[src/rtl/riscv_pkg.sv]
// riscv_pkg: shared constants and types for the RV32I core pipeline.
//   - Writeback source select codes (WB_*).
//   - Load funct3 size/sign codes (F3_*).
//   - wb_ctrl_t: control fields carried by the MEM/WB pipeline register.
package riscv_pkg;

    localparam logic [1:0] WB_ALU = 2'b00;
    localparam logic [1:0] WB_MEM = 2'b01;
    localparam logic [1:0] WB_PC4 = 2'b10;

    localparam logic [2:0] F3_LB  = 3'b000;
    localparam logic [2:0] F3_LH  = 3'b001;
    localparam logic [2:0] F3_LW  = 3'b010;
    localparam logic [2:0] F3_LBU = 3'b100;
    localparam logic [2:0] F3_LHU = 3'b101;

    typedef struct packed {
        logic       valid;
        logic       regwr;
        logic [4:0] rd;
        logic [1:0] wbsel;
        logic [2:0] funct3;
        logic [1:0] addr_lo;
    } wb_ctrl_t;

endpackage

[src/rtl/mem_wb_stage_load_extend.sv]
// load_extend: combinational load-data lane extraction and extension.
//   funct3  in  load size/sign code
//   addr_lo in  byte offset within the word
//   rdata   in  word read from data memory
//   value   out extracted, sign/zero-extended load value
//   fault   out misaligned access or unsupported load funct3
module load_extend
    import riscv_pkg::*;
#(
    parameter int XLEN = 32
) (
    input  logic [2:0]      funct3,
    input  logic [1:0]      addr_lo,
    input  logic [XLEN-1:0] rdata,
    output logic [XLEN-1:0] value,
    output logic            fault
);

    logic [4:0]      sh;
    logic [XLEN-1:0] lane;

    assign sh   = {addr_lo, 3'b000};
    assign lane = rdata >> sh;

    always_comb begin
        value = '0;
        fault = 1'b0;
        case (funct3)
            F3_LB:  value = {{(XLEN-8){lane[7]}}, lane[7:0]};
            F3_LBU: value = {{(XLEN-8){1'b0}}, lane[7:0]};
            F3_LH: begin
                value = {{(XLEN-16){lane[15]}}, lane[15:0]};
                fault = addr_lo[0];
            end
            F3_LHU: begin
                value = {{(XLEN-16){1'b0}}, lane[15:0]};
                fault = addr_lo[0];
            end
            F3_LW: begin
                value = rdata;
                fault = (addr_lo != 2'b00);
            end
            default: fault = 1'b1;
        endcase
    end

endmodule

[src/rtl/mem_wb_stage.sv]
// mem_wb_stage: MEM/WB pipeline register and writeback stage.
//   clk, rst_          clock, async active-low reset
//   stall, flush       hold WB / insert bubble (flush wins)
//   mem_*              instruction leaving MEM
//   dmem_rdata         synchronous data-memory word for the load in WB
//   wrtEn/Reg/Data     register-file write port
//   fwd_*              WB forwarding path (mirrors the write port)
//   load_fault         pulse on a misaligned/illegal load at retire
//   instret            retired-instruction counter
module mem_wb_stage
    import riscv_pkg::*;
#(
    parameter int XLEN      = 32,
    parameter int INSTRET_W = 64
) (
    input  logic                 clk,
    input  logic                 rst_,
    input  logic                 stall,
    input  logic                 flush,
    input  logic                 mem_valid,
    input  logic                 mem_regwr,
    input  logic [4:0]           mem_rd,
    input  logic [1:0]           mem_wbsel,
    input  logic [2:0]           mem_funct3,
    input  logic [1:0]           mem_addr_lo,
    input  logic [XLEN-1:0]      mem_alu_result,
    input  logic [XLEN-1:0]      mem_pc4,
    input  logic [XLEN-1:0]      dmem_rdata,
    output logic                 wrtEn,
    output logic [4:0]           wrtReg,
    output logic [XLEN-1:0]      wrtData,
    output logic                 fwd_valid,
    output logic [4:0]           fwd_rd,
    output logic [XLEN-1:0]      fwd_data,
    output logic                 load_fault,
    output logic [INSTRET_W-1:0] instret
);

    wb_ctrl_t            ctrl_q, ctrl_d;
    logic [XLEN-1:0]     alu_result_q, alu_result_d;
    logic [XLEN-1:0]     pc4_q, pc4_d;
    logic [INSTRET_W-1:0] instret_q, instret_d;

    logic [XLEN-1:0]     ld_value;
    logic                ld_fault;
    logic                fault;
    logic                retire;

    // Flush takes priority over stall; the payload still loads on flush
    // since it is ignored once valid is cleared.
    always_comb begin
        ctrl_d       = ctrl_q;
        alu_result_d = alu_result_q;
        pc4_d        = pc4_q;
        if (flush || !stall) begin
            ctrl_d.valid   = mem_valid & ~flush;
            ctrl_d.regwr   = mem_regwr;
            ctrl_d.rd      = mem_rd;
            ctrl_d.wbsel   = mem_wbsel;
            ctrl_d.funct3  = mem_funct3;
            ctrl_d.addr_lo = mem_addr_lo;
            alu_result_d   = mem_alu_result;
            pc4_d          = mem_pc4;
        end
    end

    always_ff @(posedge clk or negedge rst_) begin
        if (!rst_) begin
            ctrl_q       <= '0;
            alu_result_q <= '0;
            pc4_q        <= '0;
            instret_q    <= '0;
        end else begin
            ctrl_q       <= ctrl_d;
            alu_result_q <= alu_result_d;
            pc4_q        <= pc4_d;
            instret_q    <= instret_d;
        end
    end

    load_extend #(.XLEN(XLEN)) u_load_extend (
        .funct3  (ctrl_q.funct3),
        .addr_lo (ctrl_q.addr_lo),
        .rdata   (dmem_rdata),
        .value   (ld_value),
        .fault   (ld_fault)
    );

    // Non-load instructions reuse funct3/addr_lo for unrelated meanings,
    // so the load checks only matter when the write source is memory.
    assign fault  = (ctrl_q.wbsel == WB_MEM) & ld_fault;
    assign retire = ctrl_q.valid & ~stall;

    // Faulting loads still count as retired.
    assign instret_d = instret_q + INSTRET_W'(retire);

    always_comb begin
        wrtData = alu_result_q;
        case (ctrl_q.wbsel)
            WB_MEM:  wrtData = ld_value;
            WB_PC4:  wrtData = pc4_q;
            default: wrtData = alu_result_q;
        endcase
    end

    assign wrtEn      = retire & ctrl_q.regwr & (ctrl_q.rd != 5'd0) & ~fault;
    assign wrtReg     = ctrl_q.rd;
    assign load_fault = retire & fault;
    assign instret    = instret_q;

    assign fwd_valid  = wrtEn;
    assign fwd_rd     = wrtReg;
    assign fwd_data   = wrtData;

endmodule

[config.mk]
export PLATFORM = sky130hd
export DESIGN_NAME = mem_wb_stage
export DESIGN_NICKNAME = d
export VERILOG_FILES = /design/src/rtl/riscv_pkg.sv /design/src/rtl/mem_wb_stage_load_extend.sv /design/src/rtl/mem_wb_stage.sv
export SDC_FILE = /design/constraint.sdc
export NUM_CORES = 1
export LEC_CHECK = 0
export CAP_MARGIN = 25
export CORE_MARGIN = 2
export CORE_UTILIZATION = 43
export DETAILED_ROUTE_END_ITERATION = 10
export PLACE_DENSITY = 0.84
export SLEW_MARGIN = 10
export SYNTH_ARGS = -nofsm -noshare
export SYNTH_HDL_FRONTEND = slang
export SYNTH_SLANG_ARGS = --single-unit
[constraint.sdc]
create_clock -name clk -period 4.9 [get_ports clk]
set_input_delay 0.49 -clock clk [delete_from_list [all_inputs] [get_ports clk]]
set_output_delay 0.49 -clock clk [all_outputs]
set_load 0.01 [all_outputs]
==> impl_results.md <==
* CP bufs+invs at 1
* Startpoint Class: register
* Most area-consuming cells after synthesis: dfrtp_1 47%, mux2_2 9.9%, xnor2_1 4.3%
* Vias in the first global route at 6264
* Largest net degree at the start of global routing at 104
* Commonest non-fill, non-tap cell in the layout: clkdlybuf4s50_1
* Synth Cell Area at 7490 µm²
* Clock Sinks at 142
* Final period utilization at 85.1%
* Worst-Skew Late Latency at 0.42 ns
* Fin crit period at 4.17 ns
* GRT overflow at 0
* Yosys warns at 0
* Die area at 18500 µm²
* CTS tree: built
* CP max FO at 27
* Register area share after synthesis at 47.4%
* Post-Synth Simple-Gate Area at 14.2%
* GR Util met1 at 28.9%
* Max-slew violations at 0
* Vias per cell at 5.37
* Outcome: finished, final reports clean
* Final Hold Viols at 0
* Mux share of post-synthesis cell area at 11.4%
* Ports at 255
* Buffers on Ports at 254
* Core Footprint at 17200 µm²
* Actual slew at the worst max-slew pin at 0.820 ns
* Drt first pass iters at 5
* Pleak at 4.43 nW
* RSZ-0062 raised after global routing: no
* Arr. time, crit path at 3.68 ns
* DP HPWL at 16000 µm
* Crit end category: primary output
* Mean post-synth cell area at 10.2 µm²
* Antenna violations before repair at 0
* H-tree levels at 4
* Compound-Gate Fraction of Synth Area at 11.4%
* M3 GR Usage at 7.12%
* Yosys cell types at 43
* Critical path cell sequence: nor2b_1 > a2bb2oi_1 > o21a_1 > or3_1 > a31oi_1 > clkdlybuf4s50_1
* Synth area leader: dfrtp_1
* Die W at 136 µm
* Pwr dens at 330 nW/µm²
* Number of max-cap violations at 0
* Final TNS setup at 0 ns
* Commonest non-fill, non-tap cells in the layout: 253 x clkdlybuf4s50_1, 142 x dfrtp_1, 80 x nand2_1
* Root buffer cell: clkbuf_16
* Count of endpoints failing setup in the final report at 0
* Fin nets at 1053
* Adder-cell share of the synthesized area at 0.668%
* Crit path required time at 4.41 ns
* Syn_nets at 853
* #FFs+latches synth at 142
* Number of synthesized flops with an enable pin at 0
* Max incr delay on CP at 0.81 ns
* Busiest metal layer after global routing: met2
* Largest family of logic cells by synthesized area: simple AND/OR/NAND/NOR gates
* GR Util met2 at 38.4%
* Fmax at 0.240 GHz
* Worst path top cell family by delay: simple AND/OR/NAND/NOR gates
* Async S/R FF share, synth at 100%
* Clock-pin slew on the worst setup and hold paths at 0.06 ns
* Headroom to the max-slew limit at 45.2%
* Main synth FF type: dfrtp_1
* Max Root-Sink Buffers at 2
* HP Class: input pin to asynchronous set/reset pin
* GR Util All Layers at 23.3%
* Layout cell share with drive strength beyond 1 at 12.6%
* Post-Syn Instances at 735
* Finished Core Util at 61.5%
* Final WL at 21700 µm
* ANT cells at 0
* Synth top area share at 47.4%
* Remaining DRCs at 0
* IR drop worst, VDD at 0.000237 V
* Resize count post-CTS at 0
* Hold buffers post-CTS at 0
* Post-synthesis xor/xnor area fraction at 7.25%
* Rows at 48
* Setup bufs post-CTS at 0
* Final GP Congestion at 0.856
* Initial Utilization at 43.6%
* Final antenna-violating net count at 0
* Clock skew at 0.00570 ns
* Vias at 6303
* DRT iter0 DRCs at 329
* Wire per inst at 18.5 µm
* First-pass GRT wire length at 33200 µm
* Die height at 136 µm
* Setup CP Type: register to primary output
* CTS buffer count at 17
* Slowest CP cell: dfrtp_1
* Area grow syn2layout at 41.0%
-- metrics by stage --
step	hold WS [ns]	setup WS [ns]	total power, mW	cell area, µm²	instances
detailed placement	0.461	1.22	2.15	9910	1140
finish	0.00670	0.732	3.49	10600	1173
CTS	0.229	0.736	3.52	10500	1172
floorplan	0.194	2.34	1.75	7490	735
global placement	0.459	1.33	2.14	9910	1140
global route	0.0340	0.478	3.63	10600	1173
-- report_power, final --
part           leakage (nW)  switching, mW  internal, mW
Sequential             1.76         0.0601          1.24
Combinational          2.37          0.374         0.456
Clock                 0.302          0.529         0.824
-- logic make-up after synthesis --
logic type	Yosys count
adders and majority gates	4
buffers and inverters	108
and+or+nand+nor	208
DFF	142
muxes	76
AOI/OAI and AO/OA	135
xor gates and xnor gates	62
-- final timing paths --
kind | start | end | slack [ns] | cells after the start
worst min register to register | instret[63] | instret[63] | 0.48 | 1
worst max register to register | ctrl_q[13] | instret[60] | 2.18 | 8
max in group asynchronous | rst_ | ctrl_q[6] | 3.98 | 2
min in group clk | instret[63] | instret[63] | 0.48 | 1
worst min-delay path | rst_ | instret[51] | 0.007 | 1
worst max-delay path | ctrl_q[0] | wrtData[29] | 0.73 | 6
-- worst register-to-register path, stage by stage, from the launching register on --
cell and delay (ns):
dfrtp_1 0.35, nor2b_1 0.21, ha_1 0.27, ha_1 0.23
inv_1 0.10, nor4_1 0.70, nand4_1 0.30, nor4_1 0.29
xor2_1 0.19
-- cell type report --
cell class / instances / area (µm²)
fillers: 1467 / 6610
flip-flops and latches: 142 / 3550
multi-input cells: 485 / 3380
repair buffers: 263 / 2630
clock buffers: 18 / 439
well taps: 225 / 282
clock inverters: 14 / 181
inverters: 26 / 97.6
-- sequential cells by signal (all words and copies together) (netlist names) --
signal        flops
alu_result_q     32
ctrl_q            9
instret          64
pc4_q            32
fwd_rd            5
-- synth_stat cells, types with 15 or more instances --
cell type / instances
mux2_2: 66
clkbuf_1: 33
a21oi_1: 33
nor3_1: 16
nor2_1: 22
o21ai_0: 36
nand3_1: 25
dfrtp_1: 142
xnor2_1: 37
nand4_1: 17
a31oi_1: 16
buf_4: 43
a2bb2oi_1: 15
xor2_1: 25
nand2_1: 80
inv_1: 26
-- routing by layer --
metal	wire, µm	part of all wire, %
met2	10500	49
met4	449	2.1
met1	8700	40
met5	0	0
met3	1990	9.2
No activity file was read; power rests on OpenSTA's default activity.
